$ cat config.mk
export PLATFORM = sky130hd
export DESIGN_NAME = led_event_scheduler
export DESIGN_NICKNAME = d
export VERILOG_FILES = /design/src/rtl/led_event_scheduler_pkg.sv /design/src/rtl/led_event_scheduler_tick.sv /design/src/rtl/led_event_scheduler.sv
export SDC_FILE = /design/constraint.sdc
export NUM_CORES = 1
export LEC_CHECK = 0
export CAP_MARGIN = 10
export CORE_MARGIN = 4
export CORE_UTILIZATION = 35
export CTS_CLUSTER_SIZE = 24
export DETAILED_ROUTE_END_ITERATION = 16
export HOLD_SLACK_MARGIN = 0.05
export PLACE_DENSITY = 0.63
export SLEW_MARGIN = 10
export SYNTH_ARGS = -nofsm -noshare
export SYNTH_HDL_FRONTEND = slang
export SYNTH_SLANG_ARGS = --single-unit
export TNS_END_PERCENT = 5
$ cat constraint.sdc
create_clock -name clk -period 2.8 [get_ports clk]
set_input_delay 0.42 -clock clk [delete_from_list [all_inputs] [get_ports clk]]
set_output_delay 0.42 -clock clk [all_outputs]
set_load 0.02 [all_outputs]
$ cat src/rtl/led_event_scheduler_pkg.sv
// Shared encodings for the LED event scheduler: FSM states, grant codes and
// the fixed-priority grant selector.
package led_event_scheduler_pkg;

    typedef enum logic [1:0] {
        SCHED_IDLE  = 2'd0,
        SCHED_ISSUE = 2'd1,
        SCHED_DWELL = 2'd2
    } sched_state_e;

    typedef enum logic [1:0] {
        GRANT_NONE = 2'd0,
        GRANT_ERR  = 2'd1,
        GRANT_VEND = 2'd2,
        GRANT_CHG  = 2'd3
    } grant_e;

    // Error always wins. An aged change jumps ahead of vend, otherwise vend
    // goes before change.
    function automatic grant_e pick_grant(input logic err_p,
                                          input logic vend_p,
                                          input logic chg_p,
                                          input logic chg_aged);
        if (err_p)            return GRANT_ERR;
        if (chg_p && chg_aged) return GRANT_CHG;
        if (vend_p)           return GRANT_VEND;
        if (chg_p)            return GRANT_CHG;
        return GRANT_NONE;
    endfunction

endpackage

$ cat src/rtl/led_event_scheduler_tick.sv
// tick_prescaler: divides clk by TICK_DIV to produce the dwell tick.
// The count is held at 0 while clr_i is high so every dwell starts on a
// fresh prescaler period.
module tick_prescaler #(
    parameter logic [23:0] TICK_DIV = 24'd12_000_000
) (
    input  logic clk,
    input  logic rst_n,
    input  logic clr_i,
    output logic tick_o
);

    logic [23:0] cnt_q;
    logic [23:0] cnt_d;
    logic        at_top;

    assign at_top = (cnt_q == (TICK_DIV - 24'd1));

    // Next count: wrap at TICK_DIV-1, hold at zero while cleared.
    always_comb begin
        cnt_d = cnt_q + 24'd1;
        if (clr_i || at_top) begin
            cnt_d = 24'd0;
        end
    end

    // Prescaler register.
    always_ff @(posedge clk or negedge rst_n) begin
        if (!rst_n) begin
            cnt_q <= 24'd0;
        end else begin
            cnt_q <= cnt_d;
        end
    end

    assign tick_o = at_top && !clr_i;

endmodule

$ cat src/rtl/led_event_scheduler.sv
// led_event_scheduler: arbitrates LED feedback requests from the vend FSM,
// fault detector and change unit onto the LED feedback driver.
// Each requester has a one-deep pending slot; grants follow error > vend >
// change and each grant is held for DWELL_TICKS prescaler ticks.
// Optional build macro LED_SCHED_AGING_EN: a pending change that has been
// bypassed by AGE_LIMIT vend grants is promoted above vend.
//
// state       | meaning
// ------------+----------------------------------------------------------
// SCHED_IDLE  | nothing active; next cycle issues the highest pending slot
// SCHED_ISSUE | one cycle: event pulse or change_returning rise is visible
// SCHED_DWELL | holding the grant until DWELL_TICKS ticks have elapsed;
//             | a pending error aborts a vend/change dwell
module led_event_scheduler
    import led_event_scheduler_pkg::*;
#(
    parameter logic [23:0] TICK_DIV    = 24'd12_000_000,
    parameter int          DWELL_TICKS = 4,
    parameter int          AGE_LIMIT   = 3
) (
    input  logic       clk,
    input  logic       rst_n,
    input  logic       error_req,
    input  logic       vend_req,
    input  logic [1:0] vend_item,
    input  logic       change_req,
    input  logic [7:0] change_amt,
    output logic       error_event,
    output logic       vend_event,
    output logic [1:0] item_select,
    output logic       change_returning,
    output logic [7:0] change_due,
    output logic [1:0] grant,
    output logic       busy,
    output logic [7:0] drop_count
);

    localparam logic [3:0] DWELL_LAST = 4'(DWELL_TICKS - 1);

    sched_state_e state_q;
    grant_e       grant_q;
    logic [3:0]   dwell_q;

    logic       err_p_q, err_p_d;
    logic       vend_p_q, vend_p_d;
    logic       chg_p_q, chg_p_d;
    logic [1:0] item_p_q, item_p_d;
    logic [7:0] amt_p_q, amt_p_d;
    logic [7:0] drop_q, drop_d;

    logic       error_event_q;
    logic       vend_event_q;
    logic [1:0] item_select_q;
    logic       change_returning_q;
    logic [7:0] change_due_q;
    logic       busy_q;

    logic       tick;
    logic       chg_aged;
    logic       preempt;
    grant_e     launch;

    logic       err_clr, vend_clr, chg_clr;
    logic       err_drop, vend_drop, chg_drop;
    logic [1:0] n_drop;
    logic [8:0] drop_sum;

    tick_prescaler #(
        .TICK_DIV (TICK_DIV)
    ) u_tick (
        .clk    (clk),
        .rst_n  (rst_n),
        .clr_i  (state_q != SCHED_DWELL),
        .tick_o (tick)
    );

    // Decide whether a grant launches this cycle and which slot it takes.
    always_comb begin
        launch  = GRANT_NONE;
        preempt = (state_q == SCHED_DWELL) && err_p_q && (grant_q != GRANT_ERR);
        if (preempt) begin
            launch = GRANT_ERR;
        end else if (state_q == SCHED_IDLE) begin
            launch = pick_grant(err_p_q, vend_p_q, chg_p_q, chg_aged);
        end
    end

    // Pending slots: a new request beats a same-cycle grant of its slot;
    // a request into an occupied, non-granted slot is dropped.
    always_comb begin
        err_clr   = (launch == GRANT_ERR);
        vend_clr  = (launch == GRANT_VEND);
        chg_clr   = (launch == GRANT_CHG);

        err_drop  = error_req  && err_p_q  && !err_clr;
        vend_drop = vend_req   && vend_p_q && !vend_clr;
        chg_drop  = change_req && chg_p_q  && !chg_clr;

        err_p_d   = error_req  | (err_p_q  & ~err_clr);
        vend_p_d  = vend_req   | (vend_p_q & ~vend_clr);
        chg_p_d   = change_req | (chg_p_q  & ~chg_clr);

        item_p_d  = item_p_q;
        if (vend_req && (!vend_p_q || vend_clr)) begin
            item_p_d = vend_item;
        end
        amt_p_d   = amt_p_q;
        if (change_req && (!chg_p_q || chg_clr)) begin
            amt_p_d = change_amt;
        end

        n_drop    = {1'b0, err_drop} + {1'b0, vend_drop} + {1'b0, chg_drop};
        drop_sum  = {1'b0, drop_q} + {7'd0, n_drop};
        drop_d    = drop_sum[8] ? 8'hFF : drop_sum[7:0];
    end

    // Slot and drop-counter registers.
    always_ff @(posedge clk or negedge rst_n) begin
        if (!rst_n) begin
            err_p_q  <= 1'b0;
            vend_p_q <= 1'b0;
            chg_p_q  <= 1'b0;
            item_p_q <= 2'd0;
            amt_p_q  <= 8'd0;
            drop_q   <= 8'd0;
        end else begin
            err_p_q  <= err_p_d;
            vend_p_q <= vend_p_d;
            chg_p_q  <= chg_p_d;
            item_p_q <= item_p_d;
            amt_p_q  <= amt_p_d;
            drop_q   <= drop_d;
        end
    end

`ifdef LED_SCHED_AGING_EN
    logic [1:0] age_q;
    logic [1:0] age_d;

    // Age counts vend grants that bypassed a pending change.
    always_comb begin
        age_d = age_q;
        if (launch == GRANT_CHG) begin
            age_d = 2'd0;
        end else if ((launch == GRANT_VEND) && chg_p_q && (age_q != 2'd3)) begin
            age_d = age_q + 2'd1;
        end
    end

    // Age register.
    always_ff @(posedge clk or negedge rst_n) begin
        if (!rst_n) begin
            age_q <= 2'd0;
        end else begin
            age_q <= age_d;
        end
    end

    assign chg_aged = (int'(age_q) >= AGE_LIMIT);
`else
    logic [1:0] age_limit_unused;
    assign age_limit_unused = 2'(AGE_LIMIT);
    assign chg_aged         = 1'b0;
`endif

    // Scheduler FSM with registered driver outputs.
    always_ff @(posedge clk or negedge rst_n) begin
        if (!rst_n) begin
            state_q            <= SCHED_IDLE;
            grant_q            <= GRANT_NONE;
            dwell_q            <= 4'd0;
            busy_q             <= 1'b0;
            error_event_q      <= 1'b0;
            vend_event_q       <= 1'b0;
            item_select_q      <= 2'd0;
            change_returning_q <= 1'b0;
            change_due_q       <= 8'd0;
        end else begin
            error_event_q <= 1'b0;
            vend_event_q  <= 1'b0;
            if (launch != GRANT_NONE) begin
                // Covers both a fresh issue from IDLE and an error preempting
                // a dwell; a preempted change drops its outputs here.
                state_q            <= SCHED_ISSUE;
                grant_q            <= launch;
                busy_q             <= 1'b1;
                error_event_q      <= (launch == GRANT_ERR);
                vend_event_q       <= (launch == GRANT_VEND);
                change_returning_q <= (launch == GRANT_CHG);
                change_due_q       <= (launch == GRANT_CHG) ? amt_p_q : 8'd0;
                if (launch == GRANT_VEND) begin
                    item_select_q <= item_p_q;
                end
            end else begin
                case (state_q)
                    SCHED_ISSUE: begin
                        state_q <= SCHED_DWELL;
                        dwell_q <= 4'd0;
                    end
                    SCHED_DWELL: begin
                        if (tick) begin
                            if (dwell_q == DWELL_LAST) begin
                                state_q            <= SCHED_IDLE;
                                grant_q            <= GRANT_NONE;
                                busy_q             <= 1'b0;
                                change_returning_q <= 1'b0;
                                change_due_q       <= 8'd0;
                            end else begin
                                dwell_q <= dwell_q + 4'd1;
                            end
                        end
                    end
                    default: begin
                        state_q <= SCHED_IDLE;
                        grant_q <= GRANT_NONE;
                        busy_q  <= 1'b0;
                    end
                endcase
            end
        end
    end

    assign error_event      = error_event_q;
    assign vend_event       = vend_event_q;
    assign item_select      = item_select_q;
    assign change_returning = change_returning_q;
    assign change_due       = change_due_q;
    assign grant            = grant_q;
    assign busy             = busy_q;
    assign drop_count       = drop_q;

endmodule

=== Word-level counts from Yosys, hierarchy flattened ===
Cells that the tools add are included.

* Register bits after elaboration: 67
* Bits in read-only memories: 0
* Memory bits (writable): 0
* Bits in latches: 0
* Logic and storage cells: 126
* Output and inout port bits: 24
* Memories kept: 0

* Equal/unequal tests: 14
* Reduce and logical (&&, ||, !) cells: 31
* Divide/modulo/power cells: 0
* Multiply operators: 0
* Add/subtract/negate cells: 5
* Bitwise operators: 10
* Muxes and demuxes: 50
* Shift operators: 0
* $lt $le $gt $ge: 0

{| class="wikitable"
|+ Operators with widths
! cell !! number
|-
| 2-to-1 mux 8 bit || 6
|-
| 2-to-1 mux 2 bit || 13
|-
| adder 24 x 1 -> 24 bit (second input constant) || 1
|-
| == test 24 bit (second input constant) || 1
|-
| 2-to-1 mux 1 bit || 24
|-
| 2-to-1 mux 24 bit || 1
|-
| logical AND 1 bit || 11
|-
| nonzero test 2 bit || 5
|-
| adder 8 x 2 -> 9 bit || 1
|-
| 2-to-1 mux 4 bit || 2
|-
| != test 2 bit (second input constant) || 4
|-
| one-hot mux 2 bit (2 select lines) || 2
|-
| one-hot mux 4 bit (2 select lines) || 1
|-
| == test 2 bit (second input constant) || 3
|-
| zero test 1 bit || 6
|-
| AND reduction 3 bit || 2
|-
| adder 4 x 1 -> 4 bit (second input constant) || 1
|-
| == test 2 x 1 -> 1 bit (second input constant) || 2
|-
| == test 4 x 2 -> 1 bit (second input constant) || 1
|-
| inverter 1 bit || 4
|-
| AND reduction 2 bit || 2
|-
| AND reduction 4 bit || 1
|-
| AND 1 bit || 3
|-
| logical OR 1 bit || 3
|-
| other kinds (8) || 10
|}

=== Logic depth before layout (Yosys ltp) ===
Gate-level depths: netlist (run 1).

* Word-level depth: 29
* Gate-level depth with buffers: 13
* Gate-level depth less buffers: 12

=== By module ===
Synthesis (run 1) repeated with hierarchy kept, for this count alone.

* Cell total of the unflattened synthesis: 285
* Area total of the unflattened synthesis: 3,148.0 µm²

{| class="wikitable"
|+ By module, submodules not included
! module !! area an instance (µm²) !! cells an instance !! instances
|-
| led_event_scheduler || 1,923.1 || 153 || 1
|-
| tick_prescaler || 1,224.9 || 132 || 1
|}

=== Least setup slack after synthesis (run 1) ===
Ideal clock, no wire load.

* Path kind: register to register
* Start: reg state_q[1]
* End: reg drop_q[0], in the netlist drop_count[0]
* Cell stages (with the launch flop): 13
* Clock period less this slack: 2,762 ps
* Path buffers: 1
* Setup slack: 38 ps
* Library setup time: 123 ps
* Data required time: 2,677 ps
* Arrival time: 2,639 ps
* Cell sequence: dfrtp_1 -> clkbuf_1 -> inv_1 -> o21ai_0 -> a21o_1 -> nand3_1 -> fa_1 -> inv_1 -> ha_1 -> fa_1 -> and3_1 -> nand3_1 -> nand2b_1

* Cells in the longest elaborated chain, start to end: 11
* Elaborated cells on any way between the ends: 19

{| class="wikitable"
|+ RTL lines
! what !! RTL line !! RTL
|-
| start: declaration || led_event_scheduler.sv:40 || <nowiki>sched_state_e state_q;</nowiki>
|-
| start signal: assignment || led_event_scheduler.sv:169 || <nowiki>state_q <= SCHED_IDLE;</nowiki>
|-
| start signal: assignment || led_event_scheduler.sv:184 || <nowiki>state_q <= SCHED_ISSUE;</nowiki>
|-
| start signal: assignment || led_event_scheduler.sv:197 || <nowiki>state_q <= SCHED_DWELL;</nowiki>
|-
| == test 2 bit || led_event_scheduler.sv:80 || <nowiki>preempt = (state_q == SCHED_DWELL) && err_p_q && (grant_q != GRANT_ERR);</nowiki>
|-
| logical AND 1 bit (2 in a row) || led_event_scheduler.sv:80 ||
|-
| 2-to-1 mux 2 bit (*) || led_event_scheduler.sv:81 || <nowiki>if (preempt) begin</nowiki>
|-
| == test 2 x 1 -> 1 bit or == test 2 bit (tied branches) || led_event_scheduler.sv:91, led_event_scheduler.sv:92 ||
|-
| zero test 1 bit, on equally long branches || led_event_scheduler.sv:95, led_event_scheduler.sv:96 ||
|-
| logical AND 1 bit, on equally long branches || led_event_scheduler.sv:95, led_event_scheduler.sv:96 ||
|-
| adder 1 x 1 -> 2 bit || led_event_scheduler.sv:112 || <nowiki>n_drop = {1'b0, err_drop} + {1'b0, vend_drop} + {1'b0, chg_drop};</nowiki>
|-
| adder 2 x 1 -> 2 bit (*) || led_event_scheduler.sv:112 ||
|-
| adder 8 x 2 -> 9 bit (*) || led_event_scheduler.sv:113 || <nowiki>drop_sum = {1'b0, drop_q} + {7'd0, n_drop};</nowiki>
|-
| 2-to-1 mux 8 bit (*) || led_event_scheduler.sv:114 || <nowiki>drop_d = drop_sum[8] ? 8'hFF : drop_sum[7:0];</nowiki>
|-
| named net drop_d[0] || led_event_scheduler.sv:49 || <nowiki>logic [7:0] drop_q, drop_d;</nowiki>
|-
| end signal: assignment || led_event_scheduler.sv:132 || <nowiki>drop_q <= drop_d;</nowiki>
|-
| end: declaration || led_event_scheduler.sv:49 ||
|}

Mark *: on every way through the listed nets, which the timed path passes. The rest lies on a longest branch.
A chain may end at the register's enable or synchronous reset.

=== Worst setup path in the final report (run 1) ===
* Start: reg grant_q[1], in the netlist grant[1]
* End: reg drop_q[6], in the netlist drop_count[6]

* Cells in the longest elaborated chain, start to end: 10
* Elaborated cells on any way between the ends: 16

{| class="wikitable"
|+ RTL lines
! what !! RTL line !! RTL
|-
| start: declaration || led_event_scheduler.sv:41 || <nowiki>grant_e grant_q;</nowiki>
|-
| start signal: assignment || led_event_scheduler.sv:185 || <nowiki>grant_q <= launch;</nowiki>
|-
| != test 2 x 1 -> 1 bit (*) || led_event_scheduler.sv:80 ||
|-
| logical AND 1 bit (*) || led_event_scheduler.sv:80 ||
|-
| 2-to-1 mux 2 bit (*) || led_event_scheduler.sv:81 ||
|-
| == test 2 x 1 -> 1 bit or == test 2 bit (tied branches) || led_event_scheduler.sv:91, led_event_scheduler.sv:92 ||
|-
| zero test 1 bit, on equally long branches || led_event_scheduler.sv:95, led_event_scheduler.sv:96 ||
|-
| logical AND 1 bit, on equally long branches || led_event_scheduler.sv:95, led_event_scheduler.sv:96 ||
|-
| adder 1 x 1 -> 2 bit || led_event_scheduler.sv:112 ||
|-
| adder 2 x 1 -> 2 bit (*) || led_event_scheduler.sv:112 ||
|-
| adder 8 x 2 -> 9 bit (*) || led_event_scheduler.sv:113 ||
|-
| 2-to-1 mux 8 bit (*) || led_event_scheduler.sv:114 ||
|-
| named net drop_d[6] || led_event_scheduler.sv:49 ||
|}

Marks and branches as above.

==> results of run 1 <==
==> routing by layer <==
| metal | wire, µm | GRT usage, % | vias up |
|---|---|---|---|
| met4 | 76 | 4.07 | 0 |
| met3 | 275 | 3.70 | 6 |
| met5 | 0 | 0 | - |
| li1 | - | - | 1320 |
| met1 | 3540 | 18.9 | 1319 |
| met2 | 3550 | 22.9 | 43 |
==> worst paths after layout <==
path	from	endpoint	slack, ps	depth (start not counted)
min in group clk	amt_p_q[6]	change_due[6]	480	2
min reg2reg	amt_p_q[6]	change_due[6]	480	2
max reg2reg	grant[1]	drop_count[6]	150	12
min	rst_n	u_tick.cnt_q[13]	80	2
max	grant[1]	drop_count[6]	150	12
max in group asynchronous	rst_n	busy	2420	2
==> cell families after synthesis <==
logic type / after synthesis / synth area share, %
xor gates and xnor gates: 17 / 4.43
AOI/OAI and AO/OA: 69 / 12.6
DFF: 67 / 49.8
muxes: 13 / 4.31
adders and majority gates: 6 / 2.68
buffers and inverters: 23 / 2.98
and+or+nand+nor: 139 / 23.1
==> flip-flops by register name, summed over array words and instances, names as in the netlist, 2 cells and up <==
register      flops
change_due        8
grant             2
drop_count        8
state_q           2
item_p_q          2
dwell_q           4
amt_p_q           8
item_select       2
u_tick.cnt_q     24
==> timing repair <==
action	in CTS	in global routing
setup buffers	0	2
endpoints found under the setup margin	0	6
resized for setup	0	5
==> power by group through the flow <==
stage | clock network [mW] | registers [mW] | logic (mW)
6_report | 0.986 | 1.38 | 1.37
5_1_grt | 1.05 | 1.43 | 1.52
4_1_cts | 1.00 | 1.38 | 1.35
3_5_place_dp | 0 | 1.40 | 1.34
3_3_place_gp | 0 | 1.40 | 1.33
2_1_floorplan | 0 | 1.49 | 0.683
==> through the flow <==
stage	hold WS [ps]	TNS [ps]	power, mW	util [%]
finish	84.3	0	3.74	45.8
floorplan	124	0	2.17	-
CTS	94.0	0	3.74	45.5
global placement	457	-90.7	2.73	42.9
global route	105	-4.98	4.00	45.8
detailed placement	461	-171	2.74	42.9
==> critical path: stages (launching register included) <==
cell and delay, ps:
dfrtp_1 380, nand2b_1 200, nand2_1 110, a21o_1 130, nand3_1 110, fa_1 520
inv_1 40, ha_1 210, fa_2 350, and3_2 250, nand3_1 110, nor3_1 50
a21oi_1 110
==> layout make-up <==
| class | instances | share of cell area [%] |
|---|---|---|
| multi-input cells | 244 | 37.7 |
| well taps | 129 | 3.80 |
| clock inverters | 6 | 2.68 |
| clock buffers | 10 | 3.00 |
| inverters | 12 | 1.06 |
| flip-flops and latches | 67 | 39.5 |
| repair buffers | 56 | 12.3 |
==> layout by cell type (no fill, tap or decap), types with 2 or more instances in the layout <==
| master | n |
|---|---|
| a41oi_1 | 2 |
| and4_1 | 2 |
| a21o_1 | 3 |
| xor2_1 | 3 |
| nand3b_1 | 2 |
| inv_1 | 12 |
| mux2_2 | 12 |
| and3_2 | 2 |
| o31ai_1 | 3 |
| buf_4 | 17 |
| and3_1 | 6 |
| clkdlybuf4s50_1 | 37 |
| or4_1 | 5 |
| bufinv_16 | 3 |
| nor3_1 | 7 |
| a211oi_1 | 2 |
| nand2_1 | 32 |
| clkinvlp_4 | 2 |
| a31oi_1 | 2 |
| nand2b_1 | 5 |
| o21ai_1 | 2 |
| or3_1 | 8 |
| a21boi_0 | 3 |
| dfrtp_1 | 67 |
| xnor2_1 | 14 |
| o21ai_0 | 27 |
| nor4_1 | 6 |
| o211ai_1 | 3 |
| nand4_1 | 8 |
| nor2_1 | 21 |
| nor2b_1 | 7 |
| ha_1 | 4 |
| nor3_2 | 2 |
| nand3_1 | 14 |
| a21oi_1 | 12 |
| clkbuf_8 | 9 |
| and2_1 | 2 |
==> impl_metrics.yaml, run 1 <==
run_status:
  outcome: "complete, no violations"
pwr:
  p_int_mw: 2.44
  vdd_drop_max_v: 0.000449
  power.leakage_nw: 1.73
  seqPwrFrac_pct: 37.0
  power-per-cell-area_nw_per_um2: 880
  combPwrFrac_pct: 36.6
  power_frac_clock_pct: 26.4
  switchingPower_mw: 1.30
  swShare_pct: 34.6
grt:
  grt_pass1_vias: 2694
  antenna_found_initial: 0
  grt_usage_pct: 14.2
  overflow: 0
  grt_max_degree: 68
  grt_pass1_wl_um: 13100
finish:
  final-seq-area_um2: 1680
  antenna_cells: 0
  stdcell_count: 524
  syn_to_final_growth_pct: 26.3
  drive_gt1_share_pct: 15.2
  final_area_um2: 4250
  final_nets: 411
  multiInputGateArea_um2: 1600
  nFillCells: 885
clock_network:
  cts_tree: "done"
  clock_latency_ps: 340
  cts_root_buf: "clkbuf_8"
  clockBufferDepth: 2
  numCtsBuffers: 9
  path_clk_slew_ps: 80
  cts_sinks: 67
  htreeDepth: 3
  cts_hold_buf: 0
synth:
  synth.most_common_cell: "dfrtp_1"
  synth_edf_count: 0
  ys_seq_elements: 67
  async_flop_share_pct: 100
  synth-main-ff-cell: "dfrtp_1"
  synth_top_cells_by_count: "67 x dfrtp_1, 32 x nand2_1, 28 x o21ai_0"
  synth_top_area_share_pct: 49.8
  synth-warning-count: 0
  synth_cell_types: 57
  yosysSeqAreaShare_pct: 49.8
  synthCells: 334
  synth_fp_nets: 355
  synth_area_um2: 3360
  synth_area_leaders: "dfrtp_1 50%, o21ai_0 4.2%, mux2_2 4.0%"
  postSynthAreaPerCell_um2: 10.1
  synth_top_area_cell: "dfrtp_1"
sta:
  period_minus_slack_ps: 2650
  fin_ws_ps: 151
  slew_viol_final: 0
  max-slew-margin-rel_pct: 64.0
  final-hold-violation-count: 0
  fin_crit_sh_pct: 94.6
  fmax_mhz: 378
  worst_pin_slew_ps: 536
  fin_skew_ps: 9.56
  setup_viol: 0
route:
  viasPerCell: 5.13
  ant_nets: 0
  vias: 2688
  drt-pass1-iter-count: 4
  drc_errors: 0
  first_iter_violations: 106
  wl_um: 7440
  wl_per_cell_um: 14.2
worst_hold_path:
  hold_class: "in2async"
floorplan:
  core.rowCount: 35
  die_w_um: 106
  start_util_pct: 36.2
  fp.dieH_um: 106
  core_um2: 9280
  dieArea_um2: 11200
  ios: 39
worst_setup_path:
  end_kind: "register"
  cp_max_fo: 4
  critPathLaunchType: "register"
  cp.arrival_ps: 2920
  path_class: "reg2reg"
  worst-endpoint-required_ps: 3070
place:
  dpl_cell_area_um2: 3980
  port_buffers: 38
  place_inst: 506
  gp_congestion: 0.805
  dp_hpwl_um: 5280
  dp_slack_ps: -35.2
run:
  cap_violations: 0
Power figures use the tool's default switching activity.
==> run 2, diff against run 1 <==
--- a/config.mk
+++ b/config.mk
@@ -5,10 +5,10 @@
 export SDC_FILE = /design/constraint.sdc
 export NUM_CORES = 1
 export LEC_CHECK = 0
+export ABC_AREA = 1
 export CAP_MARGIN = 10
 export CORE_MARGIN = 4
 export CORE_UTILIZATION = 35
-export CTS_CLUSTER_SIZE = 24
 export DETAILED_ROUTE_END_ITERATION = 16
 export HOLD_SLACK_MARGIN = 0.05
 export PLACE_DENSITY = 0.63
==> run 2 against run 1 <==
Compared with the run above:
- routed wire length fell by 4.7%
- clock power fell by 8.9%
- non-clock buffer count fell by 8
- worst setup slack improved by 59 ps
- flip-flop and latch count did not move
- power fell by 35%
- count of clock-buffer cells in the layout did not move
- critical path depth rose by 4
- cell count rose by 16%
- maximum frequency rose by 2.3%
- global-route usage fell by 0.58 points
- highest routed layer unchanged
==> impl_metrics.yaml, run 2 <==
route:
  ant_nets: 0
  first_iter_violations: 125
  drc_errors: 0
  wl_per_cell_um: 11.7
  drt-pass1-iter-count: 4
  vias: 2712
  viasPerCell: 4.47
  wl_um: 7090
grt:
  grt_max_degree: 29
  grt_pass1_wl_um: 12500
  overflow: 0
  grt_usage_pct: 13.6
  antenna_found_initial: 0
  grt_pass1_vias: 2755
clock_network:
  htreeDepth: 3
  cts_tree: "done"
  clockBufferDepth: 2
  numCtsBuffers: 9
  clock_latency_ps: 340
  cts_sinks: 67
  cts_hold_buf: 0
  cts_root_buf: "clkbuf_8"
  path_clk_slew_ps: 80
finish:
  utilization_pct: 45.1
  syn_to_final_growth_pct: 24.2
  final_common_cell: "nand2_1"
  largest_register_ffs: 24
  drive_gt1_share_pct: 11.1
  largest_register: "u_tick.cnt_q"
  layout_common_cells: "126 x nand2_1, 67 x dfrtp_1, 65 x nor2_1"
  final_nets: 494
  antenna_cells: 0
floorplan:
  dieArea_um2: 11300
  fp.dieH_um: 106
  core_um2: 9280
  die_w_um: 106
  start_util_pct: 36.3
  ios: 39
  core.rowCount: 35
synth:
  postSynthAreaPerCell_um2: 8.06
  synth_area_leaders: "dfrtp_1 50%, nand2_1 14%, nor2_1 7.4%"
  synth-warning-count: 0
  synth.most_common_cell: "nand2_1"
  synth_edf_count: 0
  synthCells: 418
  async_flop_share_pct: 100
  synth_top_area_share_pct: 49.8
  ys_seq_elements: 67
  synth-main-ff-cell: "dfrtp_1"
  synth_fp_nets: 439
  yosysSeqAreaShare_pct: 49.8
  synth_area_um2: 3370
  synth_top_cells_by_count: "129 x nand2_1, 67 x dfrtp_1, 66 x nor2_1"
  synth_top_area_cell: "dfrtp_1"
  synth_cell_types: 32
worst_setup_path:
  crit_slowest_cell: "fa_1"
  path_class: "reg2reg"
  worstRegToRegCells: 16
  timing.rr.end: "drop_count[6]"
  r2r-start: "state_q[1]"
  cp.arrival_ps: 2860
  r2r_slack_ps: 210
  crit_top_cell: "inv_1"
  critPathMaxStageDelay_ps: 510
  cp_max_fo: 3
  critPathLaunchType: "register"
  cp_top_family: "adder cells"
  worstSetupStartpoint: "state_q[1]"
  crit_end: "drop_count[6]"
  end_kind: "register"
  cp.depth: 16
  worst-endpoint-required_ps: 3070
  crit_buf_inv: 5
  cp_cell_sequence: "inv_1 -> nor2_4 -> nand3_1 -> nand2_1 -> inv_2 -> nand3_2 -> fa_1 -> inv_1 -> ha_1 -> fa_2 -> nand2_1 -> nor2_1 -> inv_1 -> buf_4 -> nor3_1 -> a21oi_1"
place:
  dp_slack_ps: -48.9
  port_buffers: 38
  gp_congestion: 0.867
  dp_hpwl_um: 5180
run:
  cap_violations: 0
sta:
  setup_viol: 0
  setup_tns_ps: 0
  hold_slack_ps: 92.4
  fin_skew_ps: 6.75
  fin_crit_sh_pct: 92.5
  period_minus_slack_ps: 2590
  worst_pin_slew_ps: 628
  fmax_mhz: 386
  final-hold-violation-count: 0
  fin_ws_ps: 210
  max-slew-margin-rel_pct: 58.1
  slew_viol_final: 0
worst_hold_path:
  hold_class: "in2async"
pwr:
  power_mw: 2.44
  power-per-cell-area_nw_per_um2: 582
  vdd_drop_max_v: 0.000510
  power.leakage_nw: 2.11
run_status:
  outcome: "complete, no violations"
-- run 2: cell families after synthesis --
family / count (synthesis) / synth area share (%)
buffers and inverters: 51 / 6.35
adder cells (fa/ha/maj): 6 / 2.67
AO/OA/AOI/OAI: 10 / 1.63
multiplexers: 4 / 1.34
AND/OR/NAND/NOR: 270 / 35.6
flip-flops: 67 / 49.8
XOR/XNOR: 10 / 2.60
-- run 2: cell type report --
cell class / instances / area [µm²]
clock buffer: 10 / 128
timing repair buffer: 48 / 450
clock inverter: 6 / 90.1
fill: 948 / 5100
tap: 129 / 161
sequential: 67 / 1680
inverter: 47 / 176
multi-input combinational: 300 / 1500
-- run 2: report_power, final --
group	leakage, nW	total (mW)	switching, mW	internal [mW]
sequential	0.861	1.08	0.0583	1.03
combinational	1.14	0.453	0.243	0.210
clock	0.106	0.898	0.395	0.503
total	2.11	2.44	0.696	1.74
-- run 2: metal layers --
metal,vias to the layer above,track usage (%),wire length (µm)
li1,1415,-,-
met2,43,21.5,3200
met3,10,3.22,261
met1,1244,18.2,3530
met5,-,0,0
met4,0,5.18,106
-- run 2: what timing repair did --
action | 4_1_cts | 5_1_grt
setup buffers | 0 | 3
setup endpoints to repair | 0 | 8
gates resized for setup | 0 | 9
-- run 2: how the worst min path moves through the flow --
| stage | start | endpoint | slack [ps] | cells after the start |
|---|---|---|---|---|
| final | rst_n | u_tick.cnt_q[19] | 90 | 1 |
| after global routing | rst_n | u_tick.cnt_q[23] | 140 | 1 |
| after CTS | rst_n | u_tick.cnt_q[23] | 110 | 1 |
| after detailed placement | amt_p_q[4] | amt_p_q[4] | 460 | 2 |
| after global placement | amt_p_q[4] | amt_p_q[4] | 460 | 2 |
| after floorplan | rst_n | amt_p_q[0] | 120 | 0 |
-- run 2: per-stage QoR --
step,area (µm²),instances
3_5_place_dp,3920,588
4_1_cts,4140,604
6_report,4180,607
5_1_grt,4180,607
2_1_floorplan,3370,418
3_3_place_gp,3920,588
==> run 3, diff against run 2 <==
--- a/config.mk
+++ b/config.mk
@@ -8,10 +8,11 @@
 export ABC_AREA = 1
 export CAP_MARGIN = 10
 export CORE_MARGIN = 4
-export CORE_UTILIZATION = 35
+export CORE_UTILIZATION = 30
 export DETAILED_ROUTE_END_ITERATION = 16
 export HOLD_SLACK_MARGIN = 0.05
-export PLACE_DENSITY = 0.63
+export PLACE_DENSITY = 0.55
+export RECOVER_POWER = 100
 export SLEW_MARGIN = 10
 export SYNTH_ARGS = -nofsm -noshare
 export SYNTH_HDL_FRONTEND = slang
==> constraint.sdc (replaced) <==
create_clock -name clk -period 2.6 [get_ports clk]
set_input_delay 0.39 -clock clk [delete_from_list [all_inputs] [get_ports clk]]
set_output_delay 0.39 -clock clk [all_outputs]
set_load 0.02 [all_outputs]
==> run 3 against run 2 <==
Compared with the run above:
- final area up 4.8%
- largest power group unchanged
- combinational power is 16% higher
- routed wire length up 5.1%
- worst setup slack worse by 170 ps
- first-iteration DRC count is 15% lower
- critical path depth unchanged
- via count increased by 3.3%
- register-to-register slack lost 170 ps
- clock power rose by 22%
- largest cell class unchanged
- maximum frequency rose by 1.3%
==> impl_metrics.yaml, run 3 (same netlist as run 2, synthesis figures left out) <==
run_status:
  outcome: "complete, no violations"
floorplan:
  fp.dieH_um: 114
  ios: 39
  start_util_pct: 30.8
  die_w_um: 114
  dieArea_um2: 13000
  core_um2: 10900
  core.rowCount: 38
sta:
  hold_slack_ps: 471
  final-hold-violation-count: 0
  worst_pin_slew_ps: 1370
  max-slew-margin-rel_pct: 8.97
  setup_tns_ps: 0
  fmax_mhz: 391
  fin_ws_ps: 42.5
  fin_skew_ps: 7.69
  fin_crit_sh_pct: 98.4
  setup_viol: 0
  period_minus_slack_ps: 2560
  rsz0062_at_grt: "yes"
  slew_viol_final: 0
worst_setup_path:
  end_kind: "register"
  cp.arrival_ps: 2770
  cp_max_fo: 3
  worst-endpoint-required_ps: 2810
  critPathLaunchType: "register"
  path_class: "reg2reg"
grt:
  grt_pass1_wl_um: 12800
  grt_use_met2_pct: 20.0
  grt_pass1_vias: 2855
  grt_use_met3_pct: 2.86
  met1_usage_pct: 15.5
  grt.busiest_layer: "met2"
  grt_usage_pct: 12.3
  antenna_found_initial: 0
  overflow: 0
  grt_max_degree: 63
finish:
  largest_register_ffs: 24
  largest_register: "u_tick.cnt_q"
  final_area_um2: 4390
  drive_gt1_share_pct: 15.9
  final_nets: 507
  syn_to_final_growth_pct: 30.2
  final_common_cell: "nand2_1"
  stdcell_count: 631
  antenna_cells: 0
  layout_common_cells: "123 x nand2_1, 66 x dfrtp_1, 63 x nor2_1"
pwr:
  power-per-cell-area_nw_per_um2: 638
  power.leakage_nw: 2.19
  vdd_drop_max_v: 0.000531
clock_network:
  path_clk_slew_ps: 60
  cts_tree: "done"
  numCtsBuffers: 9
  cts_root_buf: "clkbuf_16"
  htreeDepth: 3
  clock_latency_ps: 330
  clockBufferDepth: 2
  cts_sinks: 67
place:
  dp_slack_ps: -209
  place_inst: 610
  dpl_cell_area_um2: 4030
  port_buffers: 38
  dp_hpwl_um: 5480
  gp_congestion: 0.838
worst_hold_path:
  hold_class: "reg2reg"
route:
  vias: 2802
  first_iter_violations: 106
  wl_um: 7460
  viasPerCell: 4.44
  ant_nets: 0
  drt-pass1-iter-count: 4
  wl_per_cell_um: 11.8
  drc_errors: 0
run:
  cap_violations: 0
-- run 3: changes by cell type in the layout (fill, tap and decap cells not counted), sizes merged --
cell / before / now
bufinv: 2 / 0
buf: 11 / 22
clkinv: 3 / 6
dlygate4sd3: 0 / 1
-- run 3: final timing paths --
| path | startpoint | to | slack (ps) | cells after the start |
|---|---|---|---|---|
| worst min register to register | amt_p_q[3] | amt_p_q[3] | 470 | 2 |
| max in group asynchronous | rst_n | state_q[0] | 390 | 3 |
| worst min-delay path | amt_p_q[3] | amt_p_q[3] | 470 | 2 |
| min in group asynchronous | rst_n | vend_event | 490 | 2 |
| worst max register to register | state_q[1] | drop_count[6] | 40 | 16 |
| worst max-delay path | state_q[1] | drop_count[6] | 40 | 16 |
-- run 3: through the flow --
step           power [mW]  utilization [%]
3_5_place_dp         1.67             36.9
2_1_floorplan        1.44                -
5_1_grt              2.96             40.1
6_report             2.80             40.1
3_3_place_gp         1.67             36.9
4_1_cts              2.79             39.6
-- run 3: timing repair --
| action | 4_1_cts | 5_1_grt |
|---|---|---|
| gates resized for setup | 4 | 19 |
| cloned | 0 | 0 |
| setup buffers | 1 | 3 |
| hold buffers | 1 | 0 |
| pin swaps | 0 | 10 |
| setup endpoints to repair | 8 | 8 |
| hold endpoints to repair | 5 | 0 |
-- run 3: where the power goes --
part           leakage, nW  internal, mW  switching [mW]
combinational         1.20         0.240           0.286
clock                0.135         0.640           0.457
sequential           0.859          1.11          0.0676
-- run 3: area by class of cell --
cell class	instances	area [µm²]
fill	1157	6550
sequential	67	1680
multi-input combinational	300	1540
timing repair buffer	61	551
clock buffer	9	225
inverter	47	176
tap	140	175
clock inverter	7	45.0
-- run 3: routing by layer --
metal	wire, µm	part of all wire [%]
met3	229	3.1
met4	151	2.0
met1	3470	47
met5	0	0
met2	3610	48
-- run 3: worst max-delay path, stage by stage (launching register included) --
cell and delay, ps:
dfrtp_1 430, inv_2 90, nor2_4 40, nand3_2 80, nand2_2 70, inv_2 70, nand3_2 70, fa_1 540
inv_1 40, ha_2 190, fa_2 370, nand2_2 90, nor2_2 40, inv_2 60, nor2_2 50, a21oi_2 150
a21oi_1 60
